File: src/rtl/ex_cond_stage.sv
// Execute-stage back end: folds ALU flags into set/branch results and registers
// the outcome with its controls into the EX/MEM boundary (stall holds, flush bubbles).
module ex_cond_stage #(
  parameter int N = 16
) (
  input  logic         clk,
  input  logic         rst,
  input  logic [N-1:0] alu_out,
  input  logic         alu_zero,
  input  logic         alu_neg,
  input  logic         alu_ofl,
  input  logic         alu_carry,
  input  logic [3:0]   cond_op,
  input  logic         in_valid,
  input  logic [2:0]   in_wr_reg,
  input  logic         in_wr_en,
  input  logic         in_mem_rd,
  input  logic         in_mem_wr,
  input  logic [N-1:0] in_store_data,
  input  logic         stall,
  input  logic         flush,
  output logic         branch_taken,
  output logic         ex_valid,
  output logic         ex_wr_en,
  output logic         ex_mem_rd,
  output logic         ex_mem_wr,
  output logic [N-1:0] ex_result,
  output logic [2:0]   ex_wr_reg,
  output logic [N-1:0] ex_store_data,
  output logic         ex_branch_taken,
  output logic         ex_err
);

  typedef enum logic [3:0] {
    OP_PASS = 4'd0, OP_SEQ  = 4'd1, OP_SLT  = 4'd2, OP_SLE = 4'd3,
    OP_SCO  = 4'd4, OP_BEQZ = 4'd5, OP_BNEZ = 4'd6, OP_BLTZ = 4'd7,
    OP_BGEZ = 4'd8
  } cond_op_e;

  typedef struct packed {
    logic         valid;
    logic         wr_en;
    logic         mem_rd;
    logic         mem_wr;
    logic         br_taken;
    logic         err;
    logic [N-1:0] result;
    logic [2:0]   wr_reg;
    logic [N-1:0] store_data;
  } ex_reg_t;

  // Signed A<B from A + ~B + 1; overflow flips the sign bit's meaning.
  logic less;
  assign less = alu_neg ^ alu_ofl;

  logic [N-1:0] result;
  logic         taken, is_br, illegal, mem_conflict;

  always_comb begin
    result  = alu_out;
    taken   = 1'b0;
    is_br   = 1'b0;
    illegal = 1'b0;
    case (cond_op)
      OP_PASS: result = alu_out;
      OP_SEQ:  result = {{(N-1){1'b0}}, alu_zero};
      OP_SLT:  result = {{(N-1){1'b0}}, less};
      OP_SLE:  result = {{(N-1){1'b0}}, less | alu_zero};
      OP_SCO:  result = {{(N-1){1'b0}}, alu_carry};
      OP_BEQZ: begin is_br = 1'b1; taken = alu_zero;  end
      OP_BNEZ: begin is_br = 1'b1; taken = ~alu_zero; end
      OP_BLTZ: begin is_br = 1'b1; taken = alu_neg;   end
      OP_BGEZ: begin is_br = 1'b1; taken = ~alu_neg;  end
      default: illegal = 1'b1;
    endcase
  end

  assign mem_conflict = in_mem_rd & in_mem_wr;
  assign branch_taken = taken & in_valid & ~flush;

  ex_reg_t nxt, q;

  always_comb begin
    nxt            = '0;
    nxt.result     = result;
    nxt.wr_reg     = in_wr_reg;
    nxt.store_data = in_store_data;
    if (in_valid && !flush) begin
      nxt.valid    = 1'b1;
      nxt.br_taken = taken;
      nxt.err      = illegal | mem_conflict;
      // Branches and illegal ops must not touch the register file or memory.
      nxt.wr_en    = in_wr_en & ~is_br & ~illegal;
      nxt.mem_rd   = in_mem_rd & ~is_br & ~illegal & ~mem_conflict;
      nxt.mem_wr   = in_mem_wr & ~is_br & ~illegal & ~mem_conflict;
    end
  end

  always_ff @(posedge clk or posedge rst) begin
    if (rst)         q <= '0;
    else if (!stall) q <= nxt;
  end

  assign ex_valid        = q.valid;
  assign ex_wr_en        = q.wr_en;
  assign ex_mem_rd       = q.mem_rd;
  assign ex_mem_wr       = q.mem_wr;
  assign ex_branch_taken = q.br_taken;
  assign ex_err          = q.err;
  assign ex_result       = q.result;
  assign ex_wr_reg       = q.wr_reg;
  assign ex_store_data   = q.store_data;

endmodule

File: config.mk
export PLATFORM = sky130hd
export DESIGN_NAME = ex_cond_stage
export DESIGN_NICKNAME = d
export VERILOG_FILES = /design/src/rtl/ex_cond_stage.sv
export SDC_FILE = /design/constraint.sdc
export NUM_CORES = 1
export LEC_CHECK = 0
export CORE_AREA = 5 5 105 58
export DETAILED_ROUTE_END_ITERATION = 10
export DIE_AREA = 0 0 110 63
export PLACE_DENSITY_LB_ADDON = 0.15
export SLEW_MARGIN = 25
export SYNTH_ARGS = -nofsm -noshare
export SYNTH_HDL_FRONTEND = slang
export SYNTH_SLANG_ARGS = --single-unit
File: constraint.sdc
create_clock -name clk -period 1.3 [get_ports clk]
set_clock_uncertainty 0.2 [all_clocks]
set_input_delay 0.325 -clock clk [delete_from_list [all_inputs] [get_ports clk]]
set_output_delay 0.325 -clock clk [all_outputs]
set_load 0.05 [all_outputs]
==> metrics.md <==
| Metric | Value |
|---|---|
| Drt first pass iters | `4` |
| WL/cell | `roughly 18 um` |
| Clock power frac | `0.210` |
| Design Power | `between 0.003 and 0.004 W` |
| # port buffers | `92` |
| Synthesized flop and latch total | `41` |
| Flop pwr share | `0.399` |
| DR vias/cell | `roughly 4.7` |
| FF/Latch Area | `0.00103 mm^2` |
| I/O pins | `just over 90` |
| Critical path endpoint category | `output port` |
| Fmax | `577 MHz` |
| Critical Path RT | `just under 800 ps` |
| Sw frac | `0.324` |
| Worst Reg-to-Reg Cells | `3` |
| Initial drt markers | `61` |
| Placeable Area | `0.00516 mm^2` |
| DIE AREA | `just under 0.007 mm^2` |
| Setup ws final | `-432 ps` |
| Row Count | `19` |
| Root Driver | `clkbuf_8` |
| Failing checks | `negative setup slack` |
| Final Hold Viols | `0` |
| Maximum VDD drop | `about 0.57 mV` |
| RSZ-0062 raised after global routing | `true` |
| Routed Wire Length | `approximately 5.6 mm` |
| Critical Path AT | `between 1000 and 1500 ps` |
| Cell Pwr Density | `approximately 1100 mW/mm^2` |
| Multi-input logic area | `around 650 um^2` |
| Commonest non-fill, non-tap cell in the layout | `buf_12` |
| Global-route wire length before repair | `8.67 mm` |
| Cell-internal power | `between 0.002 and 0.003 W` |
| Clk slew on worst S/H paths | `about 70 ps` |
| Worst slew margin | `0.831` |
| Critical setup path kind | `input pin to output port` |
| Vias in the first global route | `between 1500 and 2000` |
| R2r startpoint | `ex_result[8]` |
| Global Route Usage Sum | `0.167` |
| Detailed Place HPWL | `about 4.1 mm` |
| Max Root-Sink Buffers | `2` |
| Final nets | `294` |
| Syn avg cell area | `~14 um^2` |
| Fillers | `365` |
| Worst-path fanout max | `2` |
| DRC viols | `0` |
| Critical path startpoint category | `input pin` |
| Gate Count Post-Synth | `117` |
| Syn nets | `between 150 and 200` |
| Psw | `between 0.001 and 0.0015 W` |
| Tmin final | `1730 ps` |
| Area Growth Syn to Fin | `117%` |
| Share of cells above drive strength 1 | `0.504` |
| Worst hold-check path type | `input pin to asynchronous set/reset pin` |
| CTS buffer count | `5` |
| Slew Limit Fails | `0` |
| Max-Cap Viols | `0` |
| Yosys Warn Count | `0` |
| R2r setup slk | `100 ps` |
| Netlist cell types | `25` |
| Combinational power share | `0.391` |
| Clock sinks | `between 40 and 50` |
| Status | `finished, violations left` |
| Post-synthesis sequential area ratio | `0.625` |
| Worst-Margin Slew | `~250 ps` |
| Post-Syn Area | `~0.0016 mm^2` |
| Tcrit/Tclk final | `1.33` |
| H-tree depth | `2` |
| Initial Util | `0.318` |
| Routed Antenna Nets | `0` |
| Diode count | `0` |
| Static Leak | `approximately 1.6 nW` |
| Initial antenna violation count | `0` |
| CTS tree | `built` |
| Commonest non-fill, non-tap cells in the layout | `buf_12 (47), dfrtp_1 (41), clkdlybuf4s50_1 (40), buf_4 (23), mux2_2 (19)` |
| Final setup fails | `58` |
| RD Place Congestion | `between 0.8 and 0.9` |
| Clock Latency Late Sink | `290 ps` |
| Die Y | `around 63 um` |
| Largest net degree at the start of global routing | `30` |
| Grt total ovfl | `0` |
| Final Core Density | `0.690` |
| R2R Path End | `ex_result[8]` |
| Chip width | `around 110 um` |
| Via count | `between 1000 and 1500` |
through the flow:
step,cells,area [um^2],setup WS (ps),hold WS (ps),setup TNS [ps]
after CTS,313,3500,-388,222,-7780
after detailed placement,293,3230,-896,335,-18520
after floorplan,117,1670,-294,110,-1610
after global routing,317,3560,-445,233,-8900
after global placement,293,3230,-838,331,-17270
final,317,3560,-432,232,-7050
worst max path at each step:
stage               startpoint           end  slack (ps)
floorplan             alu_zero  branch_taken        -290
CTS                 cond_op[0]  branch_taken        -390
global route          alu_zero  branch_taken        -450
global placement      alu_zero  branch_taken        -840
detailed placement    alu_zero  branch_taken        -900
finish                alu_zero  branch_taken        -430
per-layer routing:
metal | global-route usage | vias to the layer above | part of all wire
li1 | - | 682 | -
met1 | 0.198 | 735 | 0.42
met2 | 0.264 | 53 | 0.49
met3 | 0.0805 | 5 | 0.086
met4 | 0.0560 | 0 | 0.0085
met5 | 0 | - | 0
Yosys cell counts:
| master | number | area share |
|---|---|---|
| mux2_2 | 19 | 0.13 |
| dfrtp_1 | 41 | 0.62 |
| nor3_1 | 2 | 0.0061 |
| buf_2 | 3 | 0.0091 |
| xor2_1 | 1 | 0.0053 |
| buf_6 | 1 | 0.0069 |
| nor2_1 | 3 | 0.0069 |
| a22oi_1 | 2 | 0.0091 |
| nand2_1 | 3 | 0.0069 |
| a32o_1 | 2 | 0.012 |
| a21o_1 | 1 | 0.0046 |
| inv_1 | 7 | 0.016 |
| o22ai_1 | 2 | 0.0076 |
| or3_4 | 1 | 0.0069 |
| o211ai_1 | 1 | 0.0046 |
| a31oi_4 | 1 | 0.013 |
| clkbuf_1 | 2 | 0.0046 |
| a22o_1 | 17 | 0.091 |
| mux2i_1 | 1 | 0.0061 |
| or4_1 | 1 | 0.0046 |
| o31ai_1 | 1 | 0.0046 |
| o21ai_1 | 1 | 0.0030 |
| a31oi_1 | 1 | 0.0038 |
| a311oi_1 | 1 | 0.0053 |
| nand2b_1 | 2 | 0.0076 |
power groups by stage:
stage	Clock, W	Sequential (W)	Combinational, W
floorplan	0	0.00189	0.000209
global placement	0	0.00154	0.00137
detailed placement	0	0.00155	0.00139
CTS	0.000832	0.00152	0.00147
global route	0.000887	0.00153	0.00155
finish	0.000798	0.00152	0.00149
cells by family (layout without fill, tap and decap cells):
family | after synthesis | in the layout | share of synthesized area
flops | 41 | 41 | 0.625
mux | 20 | 20 | 0.136
xor+xnor | 1 | 1 | 0.00533
buf+inv | 13 | 140 | 0.0366
compound gates | 30 | 30 | 0.158
simple gates | 12 | 12 | 0.0388
area by class of cell:
class,instances,area share
timing repair buffer,125,0.472
multi-input combinational,63,0.183
clock buffer,8,0.0225
tap,73,0.0257
sequential,41,0.288
inverter,7,0.00844
repair_timing:
item / CTS / global route
pin swaps: 12 / 9
resized for setup: 51 / 7
cloned: 1 / 0
setup endpoints to repair: 64 / 64
setup buffers: 11 / 5
hold buffers: 0 / 0
critical path, cell delays in order:
cell	delay (ps)
buf_6	100
mux2i_1	130
a311oi_2	290
a31oi_2	100
nor2_4	130
buf_12	140
(Power assumes the default switching activity.)
